**src/rtl/interco_pkg.sv**
```systemverilog
// rtl/interco_pkg.sv - shared crossbar helpers for decoder and arbiter sides
// Contents:
//   idx_width(n) : width of an initiator index for n lanes, never less than 1
package interco_pkg;

    function automatic int unsigned idx_width(input int unsigned n);
        return (n > 1) ? $clog2(n) : 1;
    endfunction

endpackage

```
**src/rtl/rr_pick.sv**
```systemverilog
// rtl/rr_pick.sv - combinational rotate-priority search over a request vector
// Ports:
//   valid  in   NumIn     request lanes
//   ptr    in   IdxWidth  lane with highest priority this cycle
//   any    out  1         at least one lane is valid
//   idx    out  IdxWidth  first valid lane at or after ptr, wrapping modulo NumIn
//   onehot out  NumIn     one-hot of idx, zero when nothing is valid
module rr_pick
    import interco_pkg::*;
#(
    parameter  int unsigned NumIn    = 4,
    localparam int unsigned IdxWidth = idx_width(NumIn)
) (
    input  logic [NumIn-1:0]    valid,
    input  logic [IdxWidth-1:0] ptr,
    output logic                any,
    output logic [IdxWidth-1:0] idx,
    output logic [NumIn-1:0]    onehot
);

    // Two descending passes so the last write is the lowest lane of each
    // half: lanes below ptr are the fallback, lanes at/after ptr override.
    // This avoids a modulo on the index, so NumIn need not be a power of two.
    always_comb begin
        any    = 1'b0;
        idx    = '0;
        onehot = '0;
        for (int j = int'(NumIn) - 1; j >= 0; j--) begin
            if (valid[j] && (j < int'(ptr))) begin
                any       = 1'b1;
                idx       = IdxWidth'(j);
                onehot    = '0;
                onehot[j] = 1'b1;
            end
        end
        for (int j = int'(NumIn) - 1; j >= 0; j--) begin
            if (valid[j] && (j >= int'(ptr))) begin
                any       = 1'b1;
                idx       = IdxWidth'(j);
                onehot    = '0;
                onehot[j] = 1'b1;
            end
        end
    end

endmodule

```
**src/rtl/target_arbiter.sv**
```systemverilog
// rtl/target_arbiter.sv - round-robin arbiter at the target end of the simplex crossbar
// Ports:
//   clk_i    in   1                  clock
//   rst_ni   in   1                  asynchronous reset, active-low
//   valid_i  in   NumIn              request valid per initiator lane
//   ready_o  out  NumIn              ready/grant per lane, one-hot or zero
//   data_i   in   NumIn x DataWidth  payload per lane
//   valid_o  out  1                  request valid to the target
//   ready_i  in   1                  target ready (valid/ready) or grant (req/gnt)
//   data_o   out  DataWidth          payload of the selected lane
//   idx_o    out  IdxWidth           index of the selected lane, for response routing
module target_arbiter
    import interco_pkg::*;
#(
    parameter  int unsigned NumIn     = 32,
    parameter  int unsigned DataWidth = 32,
    parameter  bit          AxiVldRdy = 1'b1,
    parameter  bit          OutReg    = 1'b0,
    localparam int unsigned IdxWidth  = idx_width(NumIn)
) (
    input  logic                            clk_i,
    input  logic                            rst_ni,
    input  logic [NumIn-1:0]                valid_i,
    output logic [NumIn-1:0]                ready_o,
    input  logic [NumIn-1:0][DataWidth-1:0] data_i,
    output logic                            valid_o,
    input  logic                            ready_i,
    output logic [DataWidth-1:0]            data_o,
    output logic [IdxWidth-1:0]             idx_o
);

    if (NumIn == 0) begin : g_bad_num_in
        $fatal(1, "target_arbiter: NumIn must be greater than 0");
    end
    if (OutReg && !AxiVldRdy) begin : g_bad_out_reg
        $fatal(1, "target_arbiter: OutReg requires AxiVldRdy");
    end

    // The winner is only frozen when the output is combinational and the
    // initiator is bound to hold its request; the output register already
    // keeps data_o stable, and req/gnt initiators may withdraw.
    localparam bit UseLock = AxiVldRdy && !OutReg && (NumIn > 1);

    logic [IdxWidth-1:0] rr_q;
    logic                lock_q;
    logic [IdxWidth-1:0] lock_idx_q;
    logic                out_valid_q;

    logic                pick_any;
    logic [IdxWidth-1:0] pick_idx;
    logic [NumIn-1:0]    pick_onehot;
    logic [IdxWidth-1:0] win_idx;
    logic [NumIn-1:0]    win_oh;
    logic                win_valid;
    logic                stage_rdy;
    logic                hs;

    rr_pick #(
        .NumIn (NumIn)
    ) u_rr_pick (
        .valid  (valid_i),
        .ptr    (rr_q),
        .any    (pick_any),
        .idx    (pick_idx),
        .onehot (pick_onehot)
    );

    always_comb begin
        win_idx   = pick_idx;
        win_oh    = pick_onehot;
        win_valid = pick_any;
        if (lock_q) begin
            win_idx             = lock_idx_q;
            win_oh              = '0;
            win_oh[lock_idx_q]  = 1'b1;
            win_valid           = |(valid_i & win_oh);
        end
    end

    assign stage_rdy = OutReg ? (!out_valid_q || ready_i) : ready_i;
    assign ready_o   = win_oh & {NumIn{stage_rdy}};
    assign hs        = win_valid && stage_rdy;

    always_ff @(posedge clk_i or negedge rst_ni) begin
        if (!rst_ni) begin
            rr_q       <= '0;
            lock_q     <= 1'b0;
            lock_idx_q <= '0;
        end else begin
            // The granted lane drops to lowest priority for the next search.
            if (hs) begin
                rr_q <= (win_idx == IdxWidth'(NumIn - 1)) ? '0 : win_idx + IdxWidth'(1);
            end
            if (UseLock) begin
                lock_q     <= win_valid && !stage_rdy;
                lock_idx_q <= win_idx;
            end
        end
    end

    if (OutReg) begin : g_out_reg
        logic [DataWidth-1:0] out_data_q;
        logic [IdxWidth-1:0]  out_idx_q;

        always_ff @(posedge clk_i or negedge rst_ni) begin
            if (!rst_ni) begin
                out_valid_q <= 1'b0;
                out_data_q  <= '0;
                out_idx_q   <= '0;
            end else if (hs) begin
                out_valid_q <= 1'b1;
                out_data_q  <= data_i[win_idx];
                out_idx_q   <= win_idx;
            end else if (ready_i) begin
                out_valid_q <= 1'b0;
            end
        end

        assign valid_o = out_valid_q;
        assign data_o  = out_data_q;
        assign idx_o   = out_idx_q;
    end else begin : g_out_comb
        assign out_valid_q = 1'b0;
        assign valid_o     = win_valid;
        assign data_o      = data_i[win_idx];
        assign idx_o       = win_idx;
    end

    a_ready_onehot: assert property (@(posedge clk_i) disable iff (!rst_ni)
        $onehot0(ready_o));

    if (AxiVldRdy) begin : g_axi_checks
        a_stall_stable: assert property (@(posedge clk_i) disable iff (!rst_ni)
            (valid_o && !ready_i) |=> ($stable(data_o) && $stable(idx_o) && valid_o));
    end

endmodule

```
**config.mk**
```make
export PLATFORM = sky130hd
export DESIGN_NAME = target_arbiter
export DESIGN_NICKNAME = d
export VERILOG_FILES = /design/src/rtl/interco_pkg.sv /design/src/rtl/rr_pick.sv /design/src/rtl/target_arbiter.sv
export SDC_FILE = /design/constraint.sdc
export NUM_CORES = 1
export LEC_CHECK = 0
export CAP_MARGIN = 20
export CORE_AREA = 2 2 441 443
export CTS_CLUSTER_DIAMETER = 50
export CTS_CLUSTER_SIZE = 14
export DETAILED_ROUTE_END_ITERATION = 12
export DIE_AREA = 0 0 443 445
export PLACE_DENSITY = 0.34
export SLEW_MARGIN = 20
export SYNTH_ARGS = -nofsm -noshare
export SYNTH_HDL_FRONTEND = slang
export SYNTH_HIERARCHICAL = 1
export SYNTH_SLANG_ARGS = --single-unit
```
**constraint.sdc**
```tcl
create_clock -name clk_i -period 10.01 [get_ports clk_i]
set_input_delay 2.5025 -clock clk_i [delete_from_list [all_inputs] [get_ports clk_i]]
set_output_delay 2.5025 -clock clk_i [all_outputs]
set_load 0.005 [all_outputs]
```
Word level (Yosys, flattened, before mapping)
Cells that the tools add are included.

word-level totals
  RAM bits = 0
  flip-flop bits (word level) = 11
  output and inout port bits = 70
  word-level logic and storage cells = 336
  bits in latches = 0
  memories kept = 0
  ROM bits = 0
  input port bits = 1,059

cells by class
  div/mod/pow operators = 0
  equality and inequality tests = 1
  bitwise gates (word level) = 2
  magnitude comparators = 65
  muxes and demuxes = 197
  $add $sub $neg = 1
  multiply operators = 0
  reductions and logical operators = 67
  shift-type cells = 0

operators with widths
  cell                                                 count
  two-way mux 32 bit                                   34
  two-way mux 31 bit                                   31
  two-way mux 5 bit                                    65
  binary-select mux 32 bit (select 5 bit)              1
  >= comparator 5 bit, first input constant            15
  < comparator 5 bit, first input constant             15
  logical AND 1 bit                                    65
  two-way mux 1 bit                                    65
  bitwise AND 32 bit                                   2
  >= comparator 4 x 5 -> 1 bit, first input constant   8
  < comparator 4 x 5 -> 1 bit, first input constant    8
  OR reduction 32 bit                                  1
  >= comparator 3 x 5 -> 1 bit, first input constant   4
  < comparator 3 x 5 -> 1 bit, first input constant    4
  < comparator 5 x 6 -> 1 bit, second input constant   2
  >= comparator 1 x 5 -> 1 bit, first input constant   2
  >= comparator 2 x 5 -> 1 bit, first input constant   2
  < comparator 1 x 5 -> 1 bit, first input constant    2
  < comparator 2 x 5 -> 1 bit, first input constant    2
  adder 5 x 1 -> 5 bit, second input constant          1
  demux 1 bit (select 5 bit)                           1
  == test 5 bit, second input constant                 1
  >= comparator 5 x 1 -> 1 bit, second input constant  1
  zero test 1 bit                                      1

Logic depth before layout (Yosys ltp)
Gate-level depths: netlist of run 1.

  word-level depth = 68
  gate-level depth with buffers = 23
  mapped depth without buffers = 15

Hierarchy
The synthesis of run 1 kept the hierarchy.

by module, submodules not included
  module          area an instance (um^2)  cells an instance  instances  sequential area each (um^2)
  target_arbiter  13,077.5                 2,360              1          275.3
  rr_pick         3,420.8                  536                1          0.0

Worst setup path after synthesis of run 1
No wires, ideal clock.

  path type = input -> output
  start point = input port valid_i[17]
  end point = output port data_o[10]
  data required time = 7.508 ns
  arrival time = 5.501 ns
  cell stages on the path = 15
  slack = 2.006 ns
  path buffers = 4
  cells stage by stage = clkbuf_1 -> o311a_1 -> a31oi_1 -> nand3_1 -> a211oi_1 -> o21ai_1 -> a311oi_1 -> buf_2 -> buf_2 -> clkbuf_1 -> o211ai_1 -> a31o_2 -> a21oi_1 -> o21ai_0 -> a22oi_1

between the ends
  longest elaborated chain between the ends = 54
  elaborated cells on any way between the ends = 55
  those cells by class = 53 x mux; 2 x reduce/logical

RTL lines
  element                                     RTL line               source
  start, declared                             target_arbiter.sv:23   input logic [NumIn-1:0] valid_i,
  logical AND 1 bit                           rr_pick.sv:29          if (valid[j] && (j < int'(ptr))) begin
  two-way mux 5 bit (18 in series)            rr_pick.sv:29
  two-way mux 5 bit (14 in series)            rr_pick.sv:37          if (valid[j] && (j >= int'(ptr))) begin
  two-way mux 5 bit * (18 in series)          rr_pick.sv:37
  net pick_idx[1]                             target_arbiter.sv:50   logic [IdxWidth-1:0] pick_idx;
  two-way mux 5 bit *                         target_arbiter.sv:72   if (lock_q) begin
  binary-select mux 32 bit (select 5 bit) *   target_arbiter.sv:125  assign data_o = data_i[win_idx];
  two-way mux 32 bit (implied by the code) *  target_arbiter.sv:125
  end, declared                               target_arbiter.sv:28   output logic [DataWidth-1:0] data_o,

The timed path passes the listed nets; every way through them passes the cells marked *. The select of a mux whose other input is x is not followed.

Worst setup path after layout of run 1
  start point = input port valid_i[8]
  end point = output port data_o[9]

between the ends
  longest elaborated chain between the ends = 45
  elaborated cells on any way between the ends = 46
  those cells by class = 44 x mux; 2 x reduce/logical

RTL lines
  element                                     RTL line
  logical AND 1 bit                           rr_pick.sv:29
  two-way mux 5 bit (9 in series)             rr_pick.sv:29
  two-way mux 5 bit (23 in series)            rr_pick.sv:37
  two-way mux 5 bit * (9 in series)           rr_pick.sv:37
  net pick_idx[0]                             target_arbiter.sv:50
  two-way mux 5 bit *                         target_arbiter.sv:72
  binary-select mux 32 bit (select 5 bit) *   target_arbiter.sv:125
  two-way mux 32 bit (implied by the code) *  target_arbiter.sv:125

Marked as above.

==> metrics, run 1 <==
Num CTS Buffers 3; internal power 5.91 mW; most frequent cells in the layout clkdlybuf4s50_1 (1092), nand2_1 (687), buf_4 (373); pin count of the biggest net entering global routing 73; Clk pin slew, worst setup/hold paths approximately 0.040 ns; final hold vios 0; post-route minimum period 9.95 ns; clock latency on the worst-skew pair between 0.2 and 0.25 ns; initial core utilization 0.0859; register area share after synthesis 0.0167; worst hold path cell count 1; # port buffers around 1.1k; most common cell after layout, fill and taps aside clkdlybuf4s50_1; achievable frequency about 100 MHz; Post-Syn Nets just under 4k; gpl congestion 0.965; routed len/inst around 33 µm; initial antenna violation count between 80 and 90; Synth Register Bits 11; grt ovf 0; first-pass GRT wire length between 200000 and 300000 µm; run status complete, no violations; Fillers 22.1k; Routed Antenna Nets 0; critical-path cell list clkdlybuf4s50_1 -> buf_4 -> and3_4 -> o221ai_1 -> a21oi_1 -> a2111oi_1 -> buf_4 -> o32a_2 -> buf_4 -> buf_12 -> o21bai_1 -> mux2i_1 -> o21ai_0 -> o21ai_1 -> buf_4 -> nand3_1 -> buf_12 -> a311oi_4 -> buf_4 -> buf_12; skew final 0.00271 ns; Rows 161; vias in the first global route 28.7k; Yosys cell types roughly 110; Avg Cell Area, Syn between 5 and 6 µm²; CP bufs+invs 9; non-filler cells, final ~6.7k; worst slew pin tran 0.984 ns; dpl cells between 6k and 7k; CTS H-tree depth 1; crit share post-route 0.994; area of the multi-input gates ~15000 µm²; Comb power frac 0.978; clk buf depth 2; gr usage total 0.209; relative slew slack 0.342; mapped cell area ~16000 µm²; PD cells a little over 400 nW/µm²; Worst VDD drop 0.173 mV; TritonCTS Sinks 11; Switch Pwr around 8 mW; detailed-route via count 29.5k; area grow syn2layout 110%; Main synth FF type dfrtp_1; Die Y-Extent 445 µm; First DRT Iteration DRCs about 2.7k; critical path class in2out; crit path launch type primary input; DIE AREA a little under 200000 µm²; Clk network pwr share 0.005; final setup fails 0; Reg2Reg Depth 18; wirelength, routed around 220000 µm; asr flop ratio synth 1.00; Vias/cell around 4.4; hold buffers post-CTS 0; Sw Share 0.581; post-DP HPWL ~190000 µm; Crit Path Max Fanout 29; CTS tree done; die width about 440 µm; Max Cap Viol 0; number of flops mapped to enable cells by yosys 0; crit path DAT about 7.5 ns; Initial DRT Pass Iterations 5; Leak 12.8 nW; Worst EP required 7.51 ns; power share of the sequential group 0.017; Core ar. ~190000 µm²; Worst path most repeated cell buf_4; final slew viol count 0; worst hold margin approximately 1 ns; clk root buf clkbuf_16; Worst path top cell family by delay buffers and inverters; # nets final ~5.2k; CP endpoint kind output pin; max incr delay on CP around 0.58 ns; Slowest-stage cell, CP clkdlybuf4s50_1; Gate Count Post-Synth 2896; register area 292 µm²; synth warn 6; Ports around 1.1k; Hold Crit Class reg2reg; Stages on worst setup path 20; RSZ-0062 raised after global routing true; residual DRC count 0; share of cells above drive strength 1 0.148
-- power groups by stage --
stage | sequential, mW | combinational (mW) | clock (mW)
finish | 0.241 | 13.8 | 0.0742
global route | 0.251 | 14.7 | 0.0766
global placement | 0.245 | 13.7 | 0
detailed placement | 0.241 | 13.8 | 0
floorplan | 0.0759 | 5.41 | 0
CTS | 0.241 | 14.0 | 0.0741
-- stage by stage --
step | setup slack, ns | util | cell area (µm²) | total power [mW] | setup TNS, ns
global route | -0.0460 | 0.180 | 34600 | 15.0 | -0.0784
CTS | 0.000990 | 0.179 | 34400 | 14.3 | 0
floorplan | 2.01 | - | 16500 | 5.49 | 0
global placement | -1.89 | 0.177 | 34000 | 14.0 | -14.25
detailed placement | -0.798 | 0.178 | 34100 | 14.0 | -6.87
finish | 0.0559 | 0.181 | 34700 | 14.1 | 0
-- path summary, 6_finish.rpt --
| check | start | end | slack (ns) |
|---|---|---|---|
| worst max-delay path | valid_i[8] | data_o[9] | 0.06 |
| worst max register to register | rr_q[4] | rr_q[0] | 4.83 |
| worst min-delay path | rr_q[2] | rr_q[2] | 1.01 |
| worst min register to register | rr_q[2] | rr_q[2] | 1.01 |
| max in group asynchronous | rst_ni | lock_idx_q[1] | 6.99 |
| min in group asynchronous | rst_ni | lock_idx_q[2] | 2.62 |
-- timing repair --
action                     CTS  global route
resized for setup           43            28
setup endpoints to repair   26            18
gates cloned                 0             1
pin swaps                    2             8
setup buffers                2             3
-- flip-flops by register name (all words and copies together) (netlist names) --
signal / count
rr_q: 5
lock_idx_q: 5
lock_q: 1
-- worst reg2reg max path, delay by kind of cell, from the launching register on --
family | cells | cell delay, ns
AO/OA/AOI/OAI | 6 | 1.50
buffers and inverters | 5 | 1.19
AND/OR/NAND/NOR | 4 | 0.92
flip-flops | 1 | 0.86
adder cells (fa/ha/maj) | 2 | 0.44
multiplexers | 1 | 0.20
-- synth_stat cells, types with 14 or more instances --
master	n	area share
nand2_1	690	0.16
nor2b_1	35	0.013
nand2b_1	39	0.015
or3_1	37	0.014
inv_1	47	0.011
a311oi_1	94	0.050
o21a_1	16	0.0073
mux2i_1	47	0.029
o22ai_1	54	0.020
buf_4	25	0.011
buf_6	14	0.0096
clkbuf_1	148	0.034
and2_1	29	0.011
a31oi_1	105	0.040
o211ai_1	45	0.020
buf_2	111	0.034
and3_1	133	0.050
nand3_1	152	0.046
a21oi_1	125	0.038
a21o_1	35	0.016
nor3_1	129	0.039
nor2_1	164	0.037
o2bb2ai_1	23	0.012
o221ai_1	16	0.0085
o21ai_0	156	0.047
a221o_1	29	0.018
o21bai_1	61	0.028
a211oi_1	59	0.027
nor4_1	19	0.0072
nand4_1	29	0.011
a22oi_1	36	0.016
-- layer usage --
layer  part of all wire  track usage
met4              0.023       0.0437
met3              0.080       0.0543
met5             0.0013            0
met1               0.43        0.272
met2               0.46        0.345
-- kinds of logic after synthesis --
family | synth area share
and+or+nand+nor | 0.438
AOI/OAI and AO/OA | 0.405
buffers and inverters | 0.101
muxes | 0.0367
DFF | 0.0167
adders and majority gates | 0.00212
xor gates and xnor gates | 0.00106
-- cell type report --
cell class | instances | share of cell area
clock buffer | 4 | 0.00227
tap | 2526 | 0.0911
multi-input combinational | 2530 | 0.436
sequential | 11 | 0.00841
antenna | 34 | 0.00245
timing repair buffer | 1569 | 0.454
inverter | 50 | 0.00621
Note: power is estimated with default switching activity, not from simulation.
==> inputs of run 2 (changes only) <==
HOLD_SLACK_MARGIN = 0.08   (was default)
PLACE_DENSITY = default   (was 0.34)
==> run 2 against run 1 <==
Against the previous run: sequential cell count did not move; power is 3.9% lower; worst hold slack got worse by 0.35 ns; critical path type unchanged; utilization is 0.21 points lower; register-to-register slack got worse by 0.15 ns; fmax about the same; die area stayed put; critical endpoint is now data_o[30]; clock skew fell by 0.0011 ns; cell count hardly changed; sequential power is 5% lower; first-iteration DRC count grew 18%.
==> metrics, run 2 (synthesized netlist as in run 1, its figures left out) <==
run status complete, no violations; routed len/inst around 33 µm; clk root buf clkbuf_16; max incr delay on CP 0.72 ns; PD cells between 300 and 400 nW/µm²; # port buffers approximately 1.1k; skew final about 0.0016 ns; Switch Pwr approximately 8 mW; TritonCTS Sinks 11; critical path class in2out; Placed Area around 34000 µm²; Clk network pwr share 0.006; CP endpoint kind output pin; clk buf depth 2; CP bufs+invs 5; final hold vios 0; RSZ-0062 raised after global routing false; post-DP HPWL a little under 200000 µm; most common cell after layout, fill and taps aside clkdlybuf4s50_1; CTS H-tree depth 1; hold buffers post-CTS 0; crit path launch type primary input; post-route minimum period about 10 ns; area grow syn2layout 108%; detailed-route via count approximately 30k; Die Y-Extent 445 µm; initial antenna violation count 123; Max Cap Viol 0; DIE AREA 197000 µm²; gpl congestion about 1; gr usage total 0.215; internal power about 5.4 mW; most frequent cells in the layout clkdlybuf4s50_1 (1099), nand2_1 (686), buf_4 (376); Clk pin slew, worst setup/hold paths around 0.04 ns; Sw Share 0.599; First DRT Iteration DRCs 3178; final slew viol count 0; Final Cell Area roughly 34000 µm²; Worst VDD drop 0.217 mV; wirelength, routed 224000 µm; largest registers lock_idx_q x5, rr_q x5, lock_q x1; worst slew pin tran around 1.2 ns; Worst path top cell family by delay compound AO/OA/AOI/OAI gates; Core ar. between 150000 and 200000 µm²; Num CTS Buffers 3; share of cells above drive strength 1 0.140; Routed Antenna Nets 0; Fillers between 20k and 25k; clock latency on the worst-skew pair 0.24 ns; crit path DAT 7.45 ns; grt ovf 0; pin count of the biggest net entering global routing 75; Comb power frac 0.977; Leak 12.7 nW; Ports 1129; vias in the first global route 29.3k; CTS tree done; Rows around 160; # nets final roughly 5.2k; first-pass GRT wire length 285000 µm; Hold Crit Class reg2reg; residual DRC count 0; power share of the sequential group 0.017; achievable frequency around 100 MHz; Crit Path Max Fanout 62; Initial DRT Pass Iterations 6; die width between 400 and 500 µm; Vias/cell roughly 4.5; relative slew slack 0.216; setup TNS 0 ns; Slowest-stage cell, CP mux4_2; initial core utilization 0.0859; Worst EP required 7.51 ns; final setup fails 0; critical-path cell list clkdlybuf4s50_1 -> o311a_1 -> a31oi_4 -> a221oi_1 -> o2111ai_1 -> o21ai_1 -> a311oi_4 -> nand2b_4 -> and2_4 -> buf_12 -> buf_4 -> mux4_2 -> a32o_1 -> a41oi_1 -> buf_4 -> buf_12; crit share post-route 0.994
==> run 2: changes by cell type in the layout (fill, tap and decap cells not counted), sizes merged <==
cell           previous run  this run
dlymetal6s2s              3         6
buf                     468       459
diode                    34        30
dlygate4sd2               5         4
clkdlybuf4s50          1092      1099
==> run 2: routing by layer <==
metal,part of all wire,global-route usage
met2,0.47,0.366
met1,0.41,0.266
met4,0.040,0.0734
met5,0.0022,0
met3,0.072,0.0446
==> run 2: repair_timing <==
item                       4_1_cts  5_1_grt
gates cloned                     0        0
pin swaps                        6        2
setup buffers                    4        0
resized for setup               22       26
setup endpoints to repair       28       19
==> run 2: cell type report <==
cell class	instances	area (µm²)	area share
diodes	30	75.1	0.00219
clock buffers	4	78.8	0.00230
multi-input cells	2530	14900	0.434
flip-flops and latches	11	292	0.00851
repair buffers	1569	15600	0.455
well taps	2526	3160	0.0922
inverters	50	215	0.00628
==> run 2: metrics by stage <==
step                      cells  hold slack [ns]   util  setup slack [ns]  power (mW)
final                      6720            0.663  0.178            0.0585        13.5
after global routing       6711            0.674  0.178          0.000381        14.3
after CTS                  6690            0.662  0.178            0.0117        13.7
after detailed placement   6682            0.652  0.177            -0.755        13.6
after global placement     6681            0.666  0.177             -1.35        13.5
after floorplan            2896            0.478      -              2.01        5.49
==> run 2: worst paths after layout <==
path / start / endpoint / slack, ns / cells past startpoint
worst max-delay path: valid_i[17] / data_o[30] / 0.06 / 16
worst min-delay path: rr_q[1] / rr_q[1] / 0.66 / 1
worst max register to register: rr_q[2] / rr_q[0] / 4.68 / 18
worst min register to register: rr_q[1] / rr_q[1] / 0.66 / 1
max in group asynchronous: rst_ni / lock_idx_q[1] / 7.00 / 1
min in group asynchronous: rst_ni / lock_idx_q[0] / 2.62 / 1
==> run 2: power by group through the flow <==
stage	Combinational, mW	Sequential, mW	Clock [mW]
floorplan	5.41	0.0759	0
global placement	13.3	0.225	0
detailed placement	13.3	0.225	0
CTS	13.4	0.225	0.0774
global route	14.0	0.234	0.0781
finish	13.2	0.229	0.0757
